<file path="config.mk">
export PLATFORM = sky130hd
export DESIGN_NAME = cpu19_core
export DESIGN_NICKNAME = d
export VERILOG_FILES = /design/src/rtl/cpu19_pkg.sv /design/src/rtl/cpu19_alu.sv /design/src/rtl/cpu19_core.sv
export SDC_FILE = /design/constraint.sdc
export NUM_CORES = 1
export LEC_CHECK = 0
export BUFFER_PORTS_ARGS = -buffer_cell sky130_fd_sc_hd__buf_2
export CAP_MARGIN = 20
export CORE_MARGIN = 2
export CORE_UTILIZATION = 64
export DETAILED_ROUTE_END_ITERATION = 7
export HOLD_SLACK_MARGIN = 0.1
export PLACE_DENSITY_LB_ADDON = 0.05
export SYNTH_ARGS = -nofsm -noshare
export SYNTH_HDL_FRONTEND = slang
export SYNTH_SLANG_ARGS = --single-unit
</file>
<file path="constraint.sdc">
create_clock -name CLK -period 8.7 [get_ports CLK]
set_clock_uncertainty 0.1 [all_clocks]
set_input_delay 1.74 -clock CLK [delete_from_list [all_inputs] [get_ports CLK]]
set_output_delay 1.74 -clock CLK [all_outputs]
set_load 0.1 [all_outputs]
</file>
<file path="src/rtl/cpu19_pkg.sv">
// rtl/cpu19_pkg.sv - shared opcodes, field positions, widths and ALU op encoding for cpu19
// Purpose : common definitions imported by cpu19_alu and cpu19_core.
// Contents: DATA_W/PC_W defaults, opcode constants, instruction field bit
//           positions, ALU-operation enum and an opcode-to-ALU-op helper.
package cpu19_pkg;

   localparam int DATA_W_DEF = 8;
   localparam int PC_W_DEF   = 32;

   localparam logic [3:0] OP_ADD   = 4'h0;
   localparam logic [3:0] OP_SUB   = 4'h1;
   localparam logic [3:0] OP_AND   = 4'h2;
   localparam logic [3:0] OP_OR    = 4'h3;
   localparam logic [3:0] OP_XOR   = 4'h4;
   localparam logic [3:0] OP_NOR   = 4'h5;
   localparam logic [3:0] OP_SLL   = 4'h6;
   localparam logic [3:0] OP_SRL   = 4'h7;
   localparam logic [3:0] OP_LOADI = 4'h8;
   localparam logic [3:0] OP_BRANZ = 4'h9;
   localparam logic [3:0] OP_BRAZ  = 4'hA;
   localparam logic [3:0] OP_JUMP  = 4'hB;
   localparam logic [3:0] OP_HALT  = 4'hF;

   localparam int OP_MSB = 18;
   localparam int OP_LSB = 15;
   localparam int A_MSB  = 14;
   localparam int A_LSB  = 10;
   localparam int B_MSB  = 9;
   localparam int B_LSB  = 5;
   localparam int C_MSB  = 4;
   localparam int C_LSB  = 0;

   typedef enum logic [2:0] {
      ALU_ADD = 3'd0,
      ALU_SUB = 3'd1,
      ALU_AND = 3'd2,
      ALU_OR  = 3'd3,
      ALU_XOR = 3'd4,
      ALU_NOR = 3'd5,
      ALU_SLL = 3'd6,
      ALU_SRL = 3'd7
   } alu_op_t;

   // Register-register opcodes map one-to-one onto the ALU encoding; every
   // other opcode runs a subtract so branches can use its zero detect.
   function automatic alu_op_t alu_op_of(input logic [3:0] op);
      if (op[3] == 1'b0) return alu_op_t'(op[2:0]);
      return ALU_SUB;
   endfunction

endpackage

</file>
<file path="src/rtl/cpu19_alu.sv">
// rtl/cpu19_alu.sv - combinational ALU for cpu19, shared by arithmetic and branch compare
// Purpose : computes result = a <op> b and flags a zero result.
// Ports   : op     - ALU operation (alu_op_t encoding)
//           a, b   - operands, DATA_W bits
//           result - DATA_W-bit result, modulo 2^DATA_W
//           zero   - high when result is all zeros
module cpu19_alu
   import cpu19_pkg::*;
#(
   parameter int DATA_W = DATA_W_DEF
) (
   input  logic [2:0]        op,
   input  logic [DATA_W-1:0] a,
   input  logic [DATA_W-1:0] b,
   output logic [DATA_W-1:0] result,
   output logic              zero
);

   alu_op_t op_e;
   assign op_e = alu_op_t'(op);

   always_comb begin
      result = '0;
      case (op_e)
         ALU_ADD: result = a + b;
         ALU_SUB: result = a - b;
         ALU_AND: result = a & b;
         ALU_OR:  result = a | b;
         ALU_XOR: result = a ^ b;
         ALU_NOR: result = ~(a | b);
         // Only the low three bits of the shift operand count.
         ALU_SLL: result = a << b[2:0];
         ALU_SRL: result = a >> b[2:0];
         default: result = '0;
      endcase
   end

   assign zero = (result == '0);

endmodule

</file>
<file path="src/rtl/cpu19_core.sv">
// rtl/cpu19_core.sv - single-cycle 19-bit-instruction register CPU core
// Purpose : fetches INSTRUCTION at PC, executes it and updates the register
//           file and PC at the same rising edge (one instruction per cycle).
// Ports   : CLK         - clock, all state changes on the rising edge
//           RESET       - synchronous active-low reset (PC and registers to 0)
//           PC          - word address of the current instruction
//           INSTRUCTION - instruction at PC, consumed combinationally
//           HALTED      - high while halted (only with CPU19_HALT_EN defined)
// Option  : `define CPU19_HALT_EN makes opcode 1111 a sticky HALT.
module cpu19_core
   import cpu19_pkg::*;
#(
   parameter int DATA_W = DATA_W_DEF,
   parameter int PC_W   = PC_W_DEF
) (
   input  logic            CLK,
   input  logic            RESET,
   output logic [PC_W-1:0] PC,
   input  logic [18:0]     INSTRUCTION
`ifdef CPU19_HALT_EN
   ,
   output logic            HALTED
`endif
);

   logic [3:0]        op;
   logic [4:0]        fa, fb, fc;
   logic [DATA_W-1:0] regs [32];
   logic [DATA_W-1:0] rd_a, rd_b, rd_c;
   logic [DATA_W-1:0] alu_x, alu_y, alu_res;
   logic              alu_zero;
   logic              is_branch, taken, we, stall;
   logic [DATA_W-1:0] wdata;
   logic [PC_W-1:0]   pc_next;

   assign op = INSTRUCTION[OP_MSB:OP_LSB];
   assign fa = INSTRUCTION[A_MSB:A_LSB];
   assign fb = INSTRUCTION[B_MSB:B_LSB];
   assign fc = INSTRUCTION[C_MSB:C_LSB];

   // R0 is forced to zero on read so it never depends on stored contents.
   assign rd_a = (fa == 5'd0) ? '0 : regs[fa];
   assign rd_b = (fb == 5'd0) ? '0 : regs[fb];
   assign rd_c = (fc == 5'd0) ? '0 : regs[fc];

   // Branches compare R[a] against R[b]; everything else operates on R[b], R[c].
   assign is_branch = (op == OP_BRANZ) || (op == OP_BRAZ);
   assign alu_x     = is_branch ? rd_a : rd_b;
   assign alu_y     = is_branch ? rd_b : rd_c;

   cpu19_alu #(.DATA_W(DATA_W)) u_alu (
      .op     (alu_op_of(op)),
      .a      (alu_x),
      .b      (alu_y),
      .result (alu_res),
      .zero   (alu_zero)
   );

   // Opcode is decoded first so a JUMP never looks at the (don't-care) compare.
   always_comb begin
      taken = 1'b0;
      case (op)
         OP_JUMP:  taken = 1'b1;
         OP_BRANZ: taken = ~alu_zero;
         OP_BRAZ:  taken = alu_zero;
         default:  taken = 1'b0;
      endcase
   end

   assign we      = (op[3] == 1'b0) || (op == OP_LOADI);
   assign wdata   = (op == OP_LOADI) ? DATA_W'(fc) : alu_res;
   assign pc_next = taken ? PC_W'(fc) : PC + PC_W'(1);

`ifdef CPU19_HALT_EN
   logic halted;

   // The HALT instruction itself already freezes PC and writes.
   assign stall  = halted || (op == OP_HALT);
   assign HALTED = halted;

   always_ff @(posedge CLK) begin
      if (!RESET) begin
         halted <= 1'b0;
      end else if (op == OP_HALT) begin
         halted <= 1'b1;
      end
   end
`else
   assign stall = 1'b0;
`endif

   always_ff @(posedge CLK) begin
      if (!RESET) begin
         PC <= '0;
         for (int i = 0; i < 32; i++) begin
            regs[i] <= '0;
         end
      end else if (!stall) begin
         PC <= pc_next;
         if (we && (fa != 5'd0)) begin
            regs[fa] <= wdata;
         end
      end
   end

endmodule

</file>
==> qor.txt <==
Initial antenna violation count = 0
Drt first pass iters = 6
Total power = 3900 uW
Top-level port count = 53
Pre-CTS setup slack = 0.7108 ns
HP Class = reg2reg
FF+latch count, synth = 288
Ys flop type = edfxtp_1
Vias in the first global route = 13990
Mapped cell area = 0.01851 mm2
Final Max Tran Viols = 0
Gr busiest metal = met2
Worst Hold Launch = PC[31]
Avg Inst Size Synth = 11.59 um2
Detailed Place HPWL = 44250 um
GR Util met1 = 0.5602
Crit path buffers/inverters = 3
Final period util = 0.8788
CP endpoint kind = flop
Setup_tns = 0 ns
Global-route wire length before repair = 91630 um
Avg WL per Cell = 30.77 um
Share of cells above drive strength 1 = 0.1892
Reg2reg path depth = 23
Worst slew pin tran = 1.225 ns
Slew HR = 0.1833
Area grow syn2layout = 8.165%
Cts hold-fix bufs = 0
Drt initial violations = 2580
Slowest cell on crit path = and2_1
Nets = 1661
Core box area = 0.02863 mm2
Post-synth EDFFs = 256
Clock tree buffer depth = 3
Worst EP arrival = 7.99 ns
Async set-reset flop share out of synthesis = 0
Critical R2R Capture = PC[17]
R2R Setup Slk = 2.78 ns
Total number of yosys warnings = 0
Static leakage = 0.007591 uW
DRC = 0
RSZ-0062 raised after global routing = no
Port Buffers = 52
PostCTS Resize Cnt = 0
Crit path largest cell delay = 1.01 ns
Worst-path fanout max = 27
Status = finished clean
Critical path launch point = INSTRUCTION[7]
H-tree depth = 1
# diodes = 0
Synth Instances = 1597
Grt total ovfl = 0
Num CTS Buffers = 29
Total stage count of the critical path = 24
DR vias = 14890
DIE WIDTH = 174.1 um
RePlAce Congestion = 1.063
Largest net degree at the start of global routing = 69
Met3 usage in global routing = 0.1070
Minimum clock period = 7.646 ns
Kind of cell adding the most delay to the critical path = simple AND/OR/NAND/NOR gates
Gr usage total = 0.4119
Startpoint Class = primary input
Crit Path Class = in2reg
MaxCap Viol Count = 0
Die ar. = 0.03030 mm2
Post-route ant nets = 0
CTS tree = done
F_max = 0.1308 GHz
Req. time, crit path = 9.05 ns
Starting Density = 0.6467
# fillers = 2041
Clk sinks = 288
VDD IR max = 0.2213 mV
Synth cell types = 72
Count of final hold-check violations = 0
Final WL = 62070 um
Final WS setup = 1.054 ns
Clock transition at path regs = 0.06 ns
Hold slack = 0.4167 ns
Endpoints failing setup = 0
Clock root cell = clkbuf_16
Worst Setup EP = PC[17]
Worst-skew pair later-pin latency = 0.58 ns
RR Startpoint = regs[8][1]
Setup Buffers After CTS = 0
Post-synthesis sequential area ratio = 0.4499
Via/cell ratio = 7.384
FP Rows = 62
Die Ht = 174.1 um
P per Cell Area = 194.8 mW/mm2
Met2 usage = 0.6278
Critical-path cell list = buf_2 > and2_1 > a22oi_1 > a21oi_1 > nor4_1 > a221o_1 > buf_4 > clkinv_1 > ha_1 > mux2i_1 > ha_1 > nor2b_1 > o21ai_0 > nand2b_1 > a21o_1 > a21o_1 > a31oi_1 > xnor3_1 > xor2_1 > a2bb2oi_1 > or2_2 > or4_1 > nand3_4 > nor2_1
-- report_power, final --
group / switching (uW) / internal (uW) / leakage, uW
sequential: 57.3 / 1560 / 0.00290
combinational: 726 / 338 / 0.00424
clock: 520 / 700 / 0.000445
total: 1300 / 2600 / 0.00759
-- registers in the layout, summed over array words and instances (netlist names) --
| signal | flops |
|---|---|
| regs | 256 |
| PC | 32 |
-- layer usage --
layer  part of all wire  up-vias  routed length [um]
li1                   -     6126                   -
met1               0.36     7200               22050
met2               0.44     1321               27620
met3               0.14      246                8696
met4              0.060        0                3706
met5                  0        -                   0
-- cell usage in the layout, fill, tap and decap left out, types with 6 or more instances in the layout --
cell type	n
a21o_1	9
a21oi_1	46
a221oi_1	11
a22o_1	6
a22oi_1	92
and3_1	12
buf_2	47
buf_4	49
clkbuf_1	7
clkbuf_16	29
clkinv_1	8
conb_1	8
dfxtp_1	32
edfxtp_1	256
ha_1	26
inv_1	27
mux2_2	19
mux2i_1	142
mux4_2	132
nand2_1	115
nand2b_1	10
nand3_1	26
nand4_1	11
nor2_1	313
nor2b_1	9
nor4_1	11
o21ai_0	18
o22ai_1	11
xnor2_1	20
xor2_1	22
-- worst reg2reg max path, stage by stage, from the launching register on --
cell       delay, ns
edfxtp_1        0.45
mux2i_1         0.12
a22oi_1         0.21
a21oi_1         0.14
nor4_1          0.50
a221o_1         0.27
buf_4           0.21
clkinv_1        0.12
ha_1            0.30
mux2i_1         0.18
ha_1            0.26
nor2b_1         0.12
o21ai_0         0.15
nand2b_1        0.10
a21o_1          0.19
a21o_1          0.20
a31oi_1         0.20
xnor3_1         0.25
xor2_1          0.18
a2bb2oi_1       0.11
or2_2           0.34
or4_1           0.60
nand3_4         0.35
nor2_1          0.12
-- logic make-up after synthesis --
kind of cell    synth area share
xor+xnor                 0.02109
flops                     0.4499
mux                       0.2495
simple gates              0.1271
other cells            0.0002026
fa+ha+maj                0.01865
buf+inv                  0.03744
compound gates           0.09611
-- final cells by class --
type,instances,area (um2),share of cell area
timing repair buffer,98,634.4,0.03168
clock buffer,36,752.0,0.03756
sequential,288,8328,0.4159
tap,384,480.5,0.02400
multi-input combinational,1167,9559,0.4774
clock inverter,15,160.2,0.007999
inverter,29,108.9,0.005436
-- per-stage QoR --
| stage | utilization | std cells | instance area [um2] |
|---|---|---|---|
| floorplan | - | 1604 | 18540 |
| global placement | 0.6676 | 1966 | 19110 |
| detailed placement | 0.6676 | 1966 | 19110 |
| CTS | 0.6995 | 2017 | 20020 |
| global route | 0.6995 | 2017 | 20020 |
| finish | 0.6995 | 2017 | 20020 |
-- cell usage after synthesis, drive strengths merged (12+ instances only) --
library cell,number,share of area
buf,57,0.019
inv,28,0.0057
nand3,27,0.0080
ha,26,0.018
clkbuf,63,0.013
nand2,115,0.023
xor2,22,0.010
nor2,315,0.064
xnor2,20,0.0095
mux2,19,0.012
mux4,132,0.16
a221oi,12,0.0060
o21ai,21,0.0057
a22oi,92,0.037
mux2i,143,0.077
edfxtp,256,0.42
and3,12,0.0041
a21oi,49,0.013
dfxtp,32,0.035
-- worst min-delay path by stage --
stage               slack, ns  cells past startpoint  endpoint
finish                   0.42                      2    PC[31]
global route             0.46                      2    PC[29]
CTS                      0.43                      2    PC[31]
detailed placement       0.41                      1     PC[0]
global placement         0.39                      2    PC[31]
floorplan                0.90                      3    PC[26]
Power figures use the tool's default switching activity.
